### src/rtl/parallel_to_serial_if.sv
// Handshake and serial-output bundle for parallel_to_serial.
// The master modport drives words in; the slave modport is the serialiser side.
interface parallel_to_serial_if #(
    parameter int WIDTH = 8
);
    logic [WIDTH-1:0] data_in;
    logic             load_valid;
    logic             load_ready;
    logic             serial_out;
    logic             frame_out;
    logic             done_pulse;

    modport master (
        output data_in,
        output load_valid,
        input  load_ready,
        input  serial_out,
        input  frame_out,
        input  done_pulse
    );

    modport slave (
        input  data_in,
        input  load_valid,
        output load_ready,
        output serial_out,
        output frame_out,
        output done_pulse
    );
endinterface

### src/rtl/parallel_to_serial.sv
// Purpose: serialises one WIDTH-bit word per frame, each bit held BIT_CYCLES cycles; optional even parity via PARITY_BIT_EN.
// Latency: first bit in the cycle after accept, done_pulse N*BIT_CYCLES+1 cycles after accept.
// Backpressure: load_ready only in IDLE; load_valid/data_in ignored while shifting, no queuing.
module parallel_to_serial #(
    parameter int WIDTH      = 8,
    parameter int BIT_CYCLES = 1,
    parameter int MSB_FIRST  = 1
) (
    input logic                 clock_pos,
    input logic                 reset_pos,
    parallel_to_serial_if.slave bus
);
`ifdef PARITY_BIT_EN
    localparam int N = WIDTH + 1;
`else
    localparam int N = WIDTH;
`endif
    localparam int CW = $clog2(N);
    localparam int PW = (BIT_CYCLES > 1) ? $clog2(BIT_CYCLES) : 1;

    typedef enum logic {IDLE, SHIFT} state_t;

    state_t           state;
    logic [WIDTH-1:0] shreg;
    logic [CW-1:0]    bit_cnt;
    logic [PW-1:0]    per_cnt;
`ifdef PARITY_BIT_EN
    logic             parity;
`endif

    function automatic logic head(input logic [WIDTH-1:0] w);
        return (MSB_FIRST != 0) ? w[WIDTH-1] : w[0];
    endfunction

    // Shift so the next bit to send always sits at head().
    function automatic logic [WIDTH-1:0] advance(input logic [WIDTH-1:0] w);
        return (MSB_FIRST != 0) ? {w[WIDTH-2:0], 1'b0} : {1'b0, w[WIDTH-1:1]};
    endfunction

    always_ff @(posedge clock_pos) begin
        if (reset_pos) begin
            state          <= IDLE;
            shreg          <= '0;
            bit_cnt        <= '0;
            per_cnt        <= '0;
            bus.serial_out <= 1'b0;
            bus.frame_out  <= 1'b0;
            bus.done_pulse <= 1'b0;
            bus.load_ready <= 1'b1;
`ifdef PARITY_BIT_EN
            parity         <= 1'b0;
`endif
        end else begin
            case (state)
                IDLE: begin
                    bus.done_pulse <= 1'b0;
                    bus.serial_out <= 1'b0;
                    bus.frame_out  <= 1'b0;
                    bus.load_ready <= 1'b1;
                    if (bus.load_valid) begin
                        state          <= SHIFT;
                        bus.load_ready <= 1'b0;
                        bus.frame_out  <= 1'b1;
                        bus.serial_out <= head(bus.data_in);
                        shreg          <= advance(bus.data_in);
                        bit_cnt        <= '0;
                        per_cnt        <= '0;
`ifdef PARITY_BIT_EN
                        parity         <= ^bus.data_in;
`endif
                    end
                end
                SHIFT: begin
                    if (per_cnt == PW'(BIT_CYCLES - 1)) begin
                        per_cnt <= '0;
                        if (bit_cnt == CW'(N - 1)) begin
                            state          <= IDLE;
                            bit_cnt        <= '0;
                            bus.serial_out <= 1'b0;
                            bus.frame_out  <= 1'b0;
                            bus.done_pulse <= 1'b1;
                            bus.load_ready <= 1'b1;
                        end else begin
                            bit_cnt <= bit_cnt + CW'(1);
                            shreg   <= advance(shreg);
`ifdef PARITY_BIT_EN
                            // Parity follows the last data bit regardless of bit order.
                            bus.serial_out <= (bit_cnt == CW'(WIDTH - 1)) ? parity : head(shreg);
`else
                            bus.serial_out <= head(shreg);
`endif
                        end
                    end else begin
                        per_cnt <= per_cnt + PW'(1);
                    end
                end
                default: state <= IDLE;
            endcase
        end
    end
endmodule
### src/flat_wrapper.sv
// flat-port wrapper written by rule: the top's interface ports become plain ports
module parallel_to_serial_flat 
#(
    parameter int WIDTH      = 8,
    parameter int BIT_CYCLES = 1,
    parameter int MSB_FIRST  = 1
)
  (clock_pos, reset_pos, bus_data_in, bus_load_valid, bus_load_ready, bus_serial_out, bus_frame_out, bus_done_pulse);
  parallel_to_serial_if #(.WIDTH(WIDTH)) bus_i ();
  input logic clock_pos;
  input logic reset_pos;
  input wire logic [$bits(bus_i.data_in)-1:0] bus_data_in;
  input wire logic [$bits(bus_i.load_valid)-1:0] bus_load_valid;
  output wire logic [$bits(bus_i.load_ready)-1:0] bus_load_ready;
  output wire logic [$bits(bus_i.serial_out)-1:0] bus_serial_out;
  output wire logic [$bits(bus_i.frame_out)-1:0] bus_frame_out;
  output wire logic [$bits(bus_i.done_pulse)-1:0] bus_done_pulse;
  assign bus_i.data_in = bus_data_in;
  assign bus_i.load_valid = bus_load_valid;
  assign bus_load_ready = bus_i.load_ready;
  assign bus_serial_out = bus_i.serial_out;
  assign bus_frame_out = bus_i.frame_out;
  assign bus_done_pulse = bus_i.done_pulse;
  parallel_to_serial #(.WIDTH(WIDTH), .BIT_CYCLES(BIT_CYCLES), .MSB_FIRST(MSB_FIRST)) u_core (.clock_pos(clock_pos), .reset_pos(reset_pos), .bus(bus_i));
endmodule
### config.mk
export PLATFORM = sky130hd
export DESIGN_NAME = parallel_to_serial_flat
export DESIGN_NICKNAME = d
export VERILOG_FILES = /design/src/rtl/parallel_to_serial_if.sv /design/src/rtl/parallel_to_serial.sv /design/src/flat_wrapper.sv
export SDC_FILE = /design/constraint.sdc
export NUM_CORES = 1
export LEC_CHECK = 0
export ABC_AREA = 1
export BUFFER_PORTS_ARGS = -buffer_cell sky130_fd_sc_hd__buf_2
export CELL_PAD_IN_SITES_DETAIL_PLACEMENT = 0
export CELL_PAD_IN_SITES_GLOBAL_PLACEMENT = 1
export CORE_MARGIN = 3
export CORE_UTILIZATION = 39
export DETAILED_ROUTE_END_ITERATION = 7
export GPL_ROUTABILITY_DRIVEN = 1
export GPL_TIMING_DRIVEN = 0
export PLACE_DENSITY_LB_ADDON = 0.1
export SLEW_MARGIN = 10
export SYNTH_ARGS = -nofsm -noshare
export SYNTH_HDL_FRONTEND = slang
export SYNTH_SLANG_ARGS = --single-unit
### constraint.sdc
create_clock -name clock_pos -period 2.45 [get_ports clock_pos]
set_input_delay 0.1225 -clock clock_pos [delete_from_list [all_inputs] [get_ports clock_pos]]
set_output_delay 0.1225 -clock clock_pos [all_outputs]
set_load 0.1 [all_outputs]
== After elaboration in Yosys (flattened, before gate mapping) ==
Cells that the tools add are included.
Widths: inputs -> output; s select.
Word-level totals
  flip-flop bits (word level): 17
  bits of input ports: 11
  output and inout bits: 4
  logic and storage cells: 46
Operators by class
  add/subtract/negate cells: 2
  equal/unequal tests: 5
  muxes and demuxes: 27
  bitwise gates (word level): 1
  reductions and logical operators: 3
Operators by type and width (count)
  $mux 8: 3
  $pmux 8 s2: 1
  $mux 1: 13
  $pmux 1 s2: 6
  $mux 3: 3
  $ne 2x2->1 const B: 4
  $pmux 3 s2: 1
  $reduce_and 2->1: 2
  $add 3x1->3 const B: 1
  $eq 3x3->1 const B: 1
  $reduce_and 3->1: 1
  $add 1x1->1 const B: 1
  $not 1->1: 1

== Longest topological paths before layout ==
  depth after elaboration: 4
  mapped depth: 7
  gate-level depth less buffers: 7

== Worst setup path before layout ==
Ideal clock, no wire load.
  path type: register to register
  start: register, netlist name u_core.bus.done_pulse
  end: register u_core.bus.done_pulse
  setup time: 78 ps
  arrival: 1160 ps
  data required time: 2372 ps
  slack: 1213 ps
  cell stages (with the launch flop): 3
  buffers on the path: 0
  cells stage by stage: dfxtp_1 -> nor2_1 -> nor3_1
RTL lines
  end signal, assigned: line parallel_to_serial.sv:48  | bus.done_pulse <= 1'b0;
  end signal, assigned: line parallel_to_serial.sv:56  | bus.done_pulse <= 1'b0;
  end signal, assigned: line parallel_to_serial.sv:81  | bus.done_pulse <= 1'b1;
  end, declared: line parallel_to_serial_if.sv:28  | output done_pulse

== Worst setup path in the final report ==
  start: register u_core.bit_cnt[0]
  end: register u_core.shreg[7]
On the way
  longest elaborated chain between the ends: 3
Ends and longest elaborated chain
  start, declared: line parallel_to_serial.sv:25  | logic [CW-1:0] bit_cnt;
  start signal, assigned: line parallel_to_serial.sv:84  | bit_cnt <= bit_cnt + CW'(1);
  $eq 3x3->1: line parallel_to_serial.sv:76  | if (bit_cnt == CW'(N - 1)) begin
  $ne 2x2->1 (no source line)
  $reduce_and 3->1 (no source line)
  end signal, assigned: line parallel_to_serial.sv:65  | shreg <= advance(bus.data_in);
  end signal, assigned: line parallel_to_serial.sv:85  | shreg <= advance(shreg);
  end, declared: line parallel_to_serial.sv:24  | logic [WIDTH-1:0] shreg;
No other way between the ends.
A chain may end at the register's enable or synchronous reset.

==> flow_metrics.env <==
export IMPL_hp_class="in2reg"
export IMPL_fin_tns_setup_ns=0
export IMPL_track_usage=0.1418
export IMPL_rsz0062_at_grt="false"
export IMPL_post_drt_wl_per_cell_um=10.98
export IMPL_critical_path_max_fanout=7
export IMPL_grt_max_degree=11
export IMPL_yosysSeqAreaShare=0.4356
export IMPL_place_congestion=0.7161
export IMPL_syn_instance_count=93
export IMPL_p_int_mw=0.3543
export IMPL_slew_viol_final=0
export IMPL_finClkSkew_ns=0.001811
export IMPL_power_frac_seq=0.530
export IMPL_synth_net_count=107
export IMPL_cp_data_required_time_ns=2.67
export IMPL_hold_viol=0
export IMPL_chipWidth_um=48.05
export IMPL_grt_overflow=0
export IMPL_die_area_mm2=0.002308
export IMPL_grt_busiest_layer="met2"
export IMPL_yosys_cell_types_count=17
export IMPL_critical_path_slowest_cell="dfxtp_1"
export IMPL_dpl_hpwl_um=976.8
export IMPL_cts_resized=0
export IMPL_fin_hold_ws_ns=0.08725
export IMPL_pwr_share_comb=0.192
export IMPL_start_util=0.4373
export IMPL_dr_pass1_iters=4
export IMPL_finalSetupViolations=0
export IMPL_cap_violations=0
export IMPL_worst_ir_drop_vdd_v=0.0003787
export IMPL_use_met1=0.1942
export IMPL_cts_reportedPaths_clkPinSlew_ns=0.09
export IMPL_drt_total_wl_um=1384
export IMPL_finalCritPeriodShare=0.5582
export IMPL_rows=14
export IMPL_synth_warnings=0
export IMPL_fill_cells=178
export IMPL_netSwitchingPower_mw=0.1506
export IMPL_cts_num_sinks=15
export IMPL_p_clk_frac=0.278
export IMPL_switching_share=0.2982
export IMPL_fp_coreArea_mm2=0.001577
export IMPL_postCtsSetupBuffers=0
export IMPL_postCtsHoldBufs=0
export IMPL_syn_to_final_growth_pct=16.15
export IMPL_antenna_left=0
export IMPL_end_kind="flip-flop"
export IMPL_numPortBuffers=13
export IMPL_drc=0
export IMPL_io_pins=15
export IMPL_antenna_found_initial=0
export IMPL_slowest_delay_ns=0.34
export IMPL_insertion_delay_ns=0.28
export IMPL_grt_pass1_vias=550
export IMPL_crit_path_start_kind="flip-flop"
export IMPL_chipHeight_um=48.05
export IMPL_cts_root_buf="clkbuf_4"
export IMPL_path_cells="ha_1 -> ha_1 -> inv_1 -> nand2_1 -> nand3b_1 -> nand2_1 -> nor2_1"
export IMPL_period_minus_slack_ns=1.368
export IMPL_drive_gt1_frac=0.2182
export IMPL_fin_nets=125
export IMPL_cts_made_buffers=3
export IMPL_syn_avg_cell_area_um2=7.413
export IMPL_cts_max_path_buffers=2
export IMPL_max_slew_margin=0.6785
export IMPL_arrival_ns=1.59
export IMPL_tritoncts="built"
export IMPL_grt_pass1_wl_um=2270
export IMPL_clock_fmax_ghz=0.7312
export IMPL_drtIter0Drc=6
export IMPL_synth_ff_latch_count=15
export IMPL_worstSetupPathType="reg2reg"
export IMPL_via_per_inst=4.802
export IMPL_grtUsageMet2=0.2137
export IMPL_worst_pin_slew_ns=0.4855
export IMPL_status="completed"
export IMPL_power_density_mw_per_mm2=630.6
export IMPL_syn_area_um2=689.4
export IMPL_use_met3=0.02256
export IMPL_vias=605
export IMPL_diodes=0
export IMPL_power_leakage_nw=0.4183
export IMPL_cts_max_level=1
==> worst max-delay path: cells and delay by family, from the launching register on <==
| family | cells | cell delay [ns] |
|---|---|---|
| adders and majority gates | 2 | 0.48 |
| buffers and inverters | 1 | 0.07 |
| DFF | 1 | 0.34 |
| and+or+nand+nor | 4 | 0.42 |
==> cells in the final DEF, fill, tap and decap left out <==
cell type and instances:
a22oi_1 2, inv_1 4, nor2_1 17, nand3_1 1
clkbuf_4 3, inv_2 2, nand2_1 30, nor3_1 1
o21ai_1 1, a21oi_1 4, nor2_2 1, buf_2 14
ha_1 3, nand3b_1 6, o21ai_0 1, buf_4 1
clkbuf_1 1, dfxtp_1 15, nand2_4 3
==> metrics by stage <==
stage	power (mW)	setup slack (ns)	area (µm²)	cells	utilization
floorplan	0.3474	1.213	689.4	93	-
global placement	0.3705	1.106	774.5	122	0.4913
detailed placement	0.3713	1.104	774.5	122	0.4913
CTS	0.5115	1.072	800.8	126	0.5079
global route	0.5346	0.9296	800.8	126	0.5079
finish	0.5049	1.082	800.8	126	0.5079
==> layout make-up <==
type | count | area (µm²) | share of cell area
inverters | 6 | 22.52 | 0.02812
multi-input cells | 70 | 354.1 | 0.4422
well taps | 16 | 20.02 | 0.02500
flip-flops and latches | 15 | 300.3 | 0.3750
plain buffers | 2 | 12.51 | 0.01563
repair buffers | 13 | 65.06 | 0.08125
clock buffers | 4 | 26.28 | 0.03281
==> synth_stat cells, drive strengths merged <==
cell type  count  area share
nor2          18        0.10
nor3           1      0.0073
ha             3       0.054
a22oi          2       0.022
nand3b         6       0.065
dfxtp         15        0.44
a21oi          4       0.029
buf            2       0.018
nand2         33        0.21
inv            6       0.033
o21ai          2       0.015
nand3          1      0.0073
==> worst paths after layout <==
kind                         from               endpoint  slack [ns]  cells after the start
max             u_core.bit_cnt[0]        u_core.shreg[7]        1.08                      7
min                bus_data_in[7]  u_core.bus.serial_out        0.09                      3
max reg2reg     u_core.bit_cnt[0]        u_core.shreg[7]        1.08                      7
min reg2reg  u_core.bus.frame_out   u_core.bus.frame_out        0.46                      2
==> routing by layer <==
layer | up-vias | share of wire
met3 | 2 | 0.050
li1 | 326 | -
met2 | 13 | 0.47
met4 | 0 | 0.014
met5 | - | 0
met1 | 264 | 0.47
==> flip-flops by register name, indices dropped and copies added (netlist names) <==
register,cells
u_core.bit_cnt,3
u_core.bus.done_pulse,1
u_core.bus.frame_out,1
u_core.bus.load_ready,1
u_core.bus.serial_out,1
u_core.shreg,7
u_core.state,1
==> power groups by stage <==
stage	Sequential, mW	Clock, mW	Combinational (mW)
2_1_floorplan	0.293	0	0.0540
3_3_place_gp	0.273	0	0.0977
3_5_place_dp	0.273	0	0.0981
4_1_cts	0.268	0.145	0.0984
5_1_grt	0.270	0.155	0.110
6_report	0.268	0.140	0.0970
==> kinds of logic after synthesis <==
group | Yosys count | share of synthesized area
adder cells (fa/ha/maj) | 3 | 0.05445
flip-flops | 15 | 0.4356
AO/OA/AOI/OAI | 8 | 0.06532
buffers and inverters | 8 | 0.05081
AND/OR/NAND/NOR | 59 | 0.3938
(Power assumes the default switching activity.)
